===== src/rtl/pc_context_unit_if.sv =====
// pc_context_unit_if: fetch-control bus between the decode logic and the PC context unit
interface pc_context_unit_if #(
  parameter int ADDR_W = 32,
  parameter int DEPTH  = 4,
  parameter int PTR_W  = $clog2(DEPTH + 1)
);
  logic [ADDR_W-1:0] next_pc;
  logic              ctx_call;
  logic [ADDR_W-1:0] ctx_target;
  logic              ctx_return;
  logic              wait_input;
  logic              insert;
  logic              halt;
  logic [ADDR_W-1:0] pc;
  logic [ADDR_W-1:0] saved_pc;
  logic [PTR_W-1:0]  depth;
  logic              in_program;
  logic              waiting;
  logic              halted;
  logic              overflow;
  logic              underflow;
  modport master (
    output next_pc, ctx_call, ctx_target, ctx_return, wait_input, insert, halt,
    input  pc, saved_pc, depth, in_program, waiting, halted, overflow, underflow
  );
  modport slave (
    input  next_pc, ctx_call, ctx_target, ctx_return, wait_input, insert, halt,
    output pc, saved_pc, depth, in_program, waiting, halted, overflow, underflow
  );
endinterface


===== src/rtl/pc_context_unit.sv =====
// pc_context_unit: program counter with a DEPTH-deep return stack, input-wait and halt states
module pc_context_unit #(
  parameter int ADDR_W = 32,
  parameter int DEPTH = 4,
  parameter logic [ADDR_W-1:0] RESET_PC = '0,
  parameter int PTR_W = $clog2(DEPTH + 1)
) (
  input logic CLK,
  input logic reset,
  pc_context_unit_if.slave bus
);
  typedef enum logic [1:0] {RUN, WAIT_IN, HALTED} state_t;
  state_t state_q, state_d;
  logic [ADDR_W-1:0] pc_q, pc_d, top;
  logic [ADDR_W-1:0] stack_q [DEPTH];
  logic [ADDR_W-1:0] stack_d [DEPTH];
  logic [PTR_W-1:0] depth_q, depth_d;
  logic ovf_q, ovf_d, unf_q, unf_d, insert_q, insert_rise;
  assign insert_rise = bus.insert & ~insert_q;
  // top-of-stack entry, zero when the stack is empty
  always_comb begin
    top = '0;
    for (int k = 0; k < DEPTH; k++)
      if (PTR_W'(k + 1) == depth_q) top = stack_q[k];
  end
  // next-state: one action per RUN cycle, priority halt > wait > call > return > sequential
  always_comb begin
    state_d = state_q;
    pc_d = pc_q;
    depth_d = depth_q;
    stack_d = stack_q;
    ovf_d = ovf_q;
    unf_d = unf_q;
    case (state_q)
      RUN:
        if (bus.halt) state_d = HALTED;
        else if (bus.wait_input) begin
          if (insert_rise) pc_d = bus.next_pc;
          else state_d = WAIT_IN;
        end else if (bus.ctx_call) begin
          if (depth_q < PTR_W'(DEPTH)) begin
            for (int k = 0; k < DEPTH; k++)
              if (PTR_W'(k) == depth_q) stack_d[k] = bus.next_pc;
            depth_d = depth_q + 1'b1;
            pc_d = bus.ctx_target;
          end else begin
            ovf_d = 1'b1;
            pc_d = bus.next_pc;
          end
        end else if (bus.ctx_return) begin
          if (depth_q != '0) begin
            for (int k = 0; k < DEPTH; k++)
              if (PTR_W'(k + 1) == depth_q) stack_d[k] = '0;
            depth_d = depth_q - 1'b1;
            pc_d = top;
          end else begin
            unf_d = 1'b1;
            pc_d = bus.next_pc;
          end
        end else pc_d = bus.next_pc;
      WAIT_IN:
        if (insert_rise) begin
          pc_d = bus.next_pc;
          state_d = RUN;
        end
      default: ;
    endcase
  end
  // state registers with asynchronous active-low reset
  always_ff @(posedge CLK or negedge reset) begin
    if (!reset) begin
      state_q <= RUN;
      pc_q <= RESET_PC;
      depth_q <= '0;
      stack_q <= '{default: '0};
      ovf_q <= 1'b0;
      unf_q <= 1'b0;
      insert_q <= 1'b0;
    end else begin
      state_q <= state_d;
      pc_q <= pc_d;
      depth_q <= depth_d;
      stack_q <= stack_d;
      ovf_q <= ovf_d;
      unf_q <= unf_d;
      insert_q <= bus.insert;
    end
  end
  assign bus.pc = pc_q;
  assign bus.saved_pc = top;
  assign bus.depth = depth_q;
  assign bus.in_program = depth_q != '0;
  assign bus.waiting = state_q == WAIT_IN;
  assign bus.halted = state_q == HALTED;
  assign bus.overflow = ovf_q;
  assign bus.underflow = unf_q;
endmodule


===== src/flat_wrapper.sv =====
// flat-port wrapper written by rule: the top's interface ports become plain ports
module pc_context_unit_flat 
#(
  parameter int ADDR_W = 32,
  parameter int DEPTH = 4,
  parameter logic [ADDR_W-1:0] RESET_PC = '0,
  parameter int PTR_W = $clog2(DEPTH + 1)
)
  (CLK, reset, bus_next_pc, bus_ctx_call, bus_ctx_target, bus_ctx_return, bus_wait_input, bus_insert, bus_halt, bus_pc, bus_saved_pc, bus_depth, bus_in_program, bus_waiting, bus_halted, bus_overflow, bus_underflow);
  pc_context_unit_if #(.ADDR_W(ADDR_W), .DEPTH(DEPTH), .PTR_W(PTR_W)) bus_i ();
  input logic CLK;
  input logic reset;
  input wire logic [$bits(bus_i.next_pc)-1:0] bus_next_pc;
  input wire logic [$bits(bus_i.ctx_call)-1:0] bus_ctx_call;
  input wire logic [$bits(bus_i.ctx_target)-1:0] bus_ctx_target;
  input wire logic [$bits(bus_i.ctx_return)-1:0] bus_ctx_return;
  input wire logic [$bits(bus_i.wait_input)-1:0] bus_wait_input;
  input wire logic [$bits(bus_i.insert)-1:0] bus_insert;
  input wire logic [$bits(bus_i.halt)-1:0] bus_halt;
  output wire logic [$bits(bus_i.pc)-1:0] bus_pc;
  output wire logic [$bits(bus_i.saved_pc)-1:0] bus_saved_pc;
  output wire logic [$bits(bus_i.depth)-1:0] bus_depth;
  output wire logic [$bits(bus_i.in_program)-1:0] bus_in_program;
  output wire logic [$bits(bus_i.waiting)-1:0] bus_waiting;
  output wire logic [$bits(bus_i.halted)-1:0] bus_halted;
  output wire logic [$bits(bus_i.overflow)-1:0] bus_overflow;
  output wire logic [$bits(bus_i.underflow)-1:0] bus_underflow;
  assign bus_i.next_pc = bus_next_pc;
  assign bus_i.ctx_call = bus_ctx_call;
  assign bus_i.ctx_target = bus_ctx_target;
  assign bus_i.ctx_return = bus_ctx_return;
  assign bus_i.wait_input = bus_wait_input;
  assign bus_i.insert = bus_insert;
  assign bus_i.halt = bus_halt;
  assign bus_pc = bus_i.pc;
  assign bus_saved_pc = bus_i.saved_pc;
  assign bus_depth = bus_i.depth;
  assign bus_in_program = bus_i.in_program;
  assign bus_waiting = bus_i.waiting;
  assign bus_halted = bus_i.halted;
  assign bus_overflow = bus_i.overflow;
  assign bus_underflow = bus_i.underflow;
  pc_context_unit #(.ADDR_W(ADDR_W), .DEPTH(DEPTH), .RESET_PC(RESET_PC), .PTR_W(PTR_W)) u_core (.CLK(CLK), .reset(reset), .bus(bus_i));
endmodule

===== config.mk =====
export PLATFORM = sky130hd
export DESIGN_NAME = pc_context_unit_flat
export DESIGN_NICKNAME = d
export VERILOG_FILES = /design/src/rtl/pc_context_unit_if.sv /design/src/rtl/pc_context_unit.sv /design/src/flat_wrapper.sv
export SDC_FILE = /design/constraint.sdc
export NUM_CORES = 1
export LEC_CHECK = 0
export ABC_AREA = 0
export BUFFER_PORTS_ARGS = -buffer_cell sky130_fd_sc_hd__clkbuf_2
export CORE_MARGIN = 3
export CORE_UTILIZATION = 50
export DETAILED_ROUTE_END_ITERATION = 6
export PLACE_DENSITY = 0.72
export REMOVE_ABC_BUFFERS = 1
export SLEW_MARGIN = 25
export SYNTH_ARGS = -nofsm -noshare
export SYNTH_HDL_FRONTEND = slang
export SYNTH_SLANG_ARGS = --single-unit

===== constraint.sdc =====
create_clock -name CLK -period 2.8 [get_ports CLK]
set_input_delay 0.56 -clock CLK [delete_from_list [all_inputs] [get_ports CLK]]
set_output_delay 0.56 -clock CLK [all_outputs]
set_load 0.02 [all_outputs]

==> run summary <==
Status - finished, final reports clean
Final setup fails - 0
DR pass1 iterations - 5
Register area share after synthesis - 46.6%
R2r setup slk - 0.28 ns
Vias per inst - 5.83
DR DRC count - 0
Worst-skew pair later-pin latency - 0.43 ns
Final worst path period share - 97.5%
Post-Route WL - 24900 um
CP arrival - 2.17 ns
Post-synth top flop - dfrtp_1
FFs w/ async S/R, synth - 100%
Top Family by Delay on Critical Path - flip-flops
Starting density of the core - 51.6%
Critical path capture point type - primary output
I/O Buffers - 142
Fin. max-slew vios - 0
Starting DRT DRC Count - 587
Worst-path fanout max - 7
Share of post-route cells with drive strength above 1 - 25.3%
Die H - 140 um
IO Pins - 143
Critical Path RT - 2.24 ns
N_diodes - 0
Clock sinks - 168
Number of buffers and inverters on the critical path - 2
PwrDens - 608 nW/um^2
Overall Power - 6.56 mW
Post-synthesis register bit count - 168
Number of global-route vias before repair - 7871
Slew headroom - 55.7%
TritonCTS Buffers - 17
TritonCTS clock tree - done
Row count - 48
Final hold vios - 0
Yosys warnings - 0
Slowest Stage Delay on Critical Path - 0.44 ns
Setup ws final - 0.0691 ns
Worst Hold Slack - 0.0718 ns
DR WL/cell - 17.8 um
Root buf cell - clkbuf_16
Max Fclk - 0.366 GHz
Post-synth EDFFs - 0
Cell area after synthesis - 9010 sq um
Die width - 140 um
Syn Area/Cell - 8.54 sq um
Layout Skew - 0.00664 ns
Via count - 8161
Max VDD drop - 0.485 mV
Initial antenna violation count - 0
Post-Syn Instances - 1056
Die footprint - 19700 sq um
Dpl hpwl - 15000 um
Tmin final - 2.73 ns
Crit-path slowest cell - dfrtp_2
Critical-path cell list - ha_2 > ha_4 > nor2b_4 > buf_4 > a22o_1 > nand2_1 > nand2_1 > clkbuf_2
Crit Path Class - reg2out
CP Launch Type - flip-flop
Worst hold path type - in2async
H-tree depth - 4
Detail Route Antenna Nets - 0
Core area - 17500 sq um
Largest net degree at the start of global routing - 71
Place WS - 0.103 ns
Most used cell, CP - nand2_1
P&R area growth vs syn - 19.6%
GRT Residual Overflow - 0
Final net count - 1239
First-pass GRT wire length - 40800 um
Synth unique cells - 35
GRT Resource Usage Total - 25.4%
Lkg Pwr - 4.79 nW
Clock slew at reported path FFs - 0.07 ns
Routability congestion estimate - 0.867
Hold buffer count at CTS - 0
Maxcap violations - 0
Worst-margin pin slew - 0.665 ns
Max Root-Sink Buffers - 2
-- cell type report --
cell class | count | area (sq um)
Clock buffer | 17 | 425
Clock inverter | 15 | 225
Fill cell | 1506 | 6700
Inverter | 5 | 18.8
Multi-Input combinational cell | 791 | 4450
Sequential cell | 168 | 4210
Tap cell | 225 | 282
Timing Repair Buffer | 179 | 1170
-- report_power, final --
group,total [mW],internal (mW),switching (mW),leakage (nW)
registers,2.76,2.64,0.124,2.23
clock network,2.61,1.59,1.02,0.306
logic,1.19,0.417,0.771,2.25
total,6.56,4.64,1.92,4.79
-- Yosys cell counts, types with 2 or more instances --
cell type	instances	area (sq um)
mux2_2	32	360
nor2b_1	4	25.0
clkbuf_1	57	214
a21o_1	2	15.0
a21oi_1	99	495
buf_4	2	15.0
nand2_1	265	995
o21ai_0	104	521
o21ai_1	30	150
a311o_1	32	320
buf_1	8	30.0
nor2_1	37	139
buf_2	19	95.1
nand4b_1	2	17.5
inv_1	5	18.8
nand2b_1	36	225
nand3_1	34	170
dfrtp_1	168	4200
o21ai_2	30	263
a22o_1	32	280
buf_6	7	78.8
ha_1	6	75.1
o22ai_1	33	206
-- registers in the layout, indices dropped and copies added, names as in the netlist --
name                  count
u_core.bus.depth          3
u_core.bus.overflow       1
u_core.bus.pc            32
u_core.bus.underflow      1
u_core.insert_q           1
u_core.stack_q          128
u_core.state_q            2
-- per-stage QoR --
| stage | utilization (%) | setup TNS [ns] | cells | cell area [sq um] |
|---|---|---|---|---|
| after detailed placement | 56.7 | 0 | 1357 | 9910 |
| after global routing | 61.7 | -0.00432 | 1400 | 10800 |
| after floorplan | - | -395.75 | 963 | 8580 |
| after global placement | 56.7 | 0 | 1357 | 9910 |
| final | 61.7 | 0 | 1400 | 10800 |
| after CTS | 61.2 | 0 | 1395 | 10700 |
-- repair_timing --
action / CTS / global route
resized for setup: 7 / 14
setup buffers: 4 / 4
pin swaps: 0 / 2
gates cloned: 2 / 1
endpoints found under the setup margin: 32 / 57
-- routing by layer --
metal  GRT usage, %  vias to the layer above  part of all wire [%]
li1               -                     3919                     -
met1           34.2                     3922                    45
met2           42.1                      278                    48
met3           4.64                       42                   5.7
met4           7.60                        0                   2.0
met5              0                        -                     0
-- cells in the final DEF (no fill, tap or decap), drive strengths merged, types with 4 or more instances in the layout --
cell type / n
a21oi: 99
a22o: 32
a311o: 32
buf: 38
bufinv: 5
clkbuf: 158
clkinv: 4
clkinvlp: 4
dfrtp: 168
ha: 6
inv: 7
mux2: 32
nand2: 265
nand2b: 36
nand3: 34
nor2: 37
nor2b: 5
o21ai: 164
o22ai: 33
-- cell families (layout without fill, tap and decap cells) --
logic type                 count (synthesis)  count (layout)  share of synthesized area, %
buffers and inverters                     98             216                          5.01
AOI/OAI and AO/OA                        369             369                          25.6
DFF                                      168             168                          46.6
and+or+nand+nor                          382             383                          17.8
adders and majority gates                  6               6                         0.833
xor gates and xnor gates                   1               1                        0.0972
muxes                                     32              32                          4.00
-- worst paths after layout --
path | cells after the start | end | startpoint
hold reg to reg | 2 | u_core.stack_q[68]$_DFFE_PN0P_ | u_core.stack_q[68]$_DFFE_PN0P_
setup / recovery | 8 | bus_saved_pc[9] | u_core.bus.depth[0]$_DFFE_PN0P_
min in group CLK | 1 | u_core.insert_q$_DFF_PN0_ | bus_insert
max in group asynchronous | 2 | u_core.stack_q[119]$_DFFE_PN0P_ | reset
setup reg to reg | 8 | u_core.bus.pc[29]$_DFFE_PN0P_ | u_core.bus.depth[0]$_DFFE_PN0P_
hold / removal | 1 | u_core.stack_q[1]$_DFFE_PN0P_ | reset
Power figures use the tool's default switching activity.
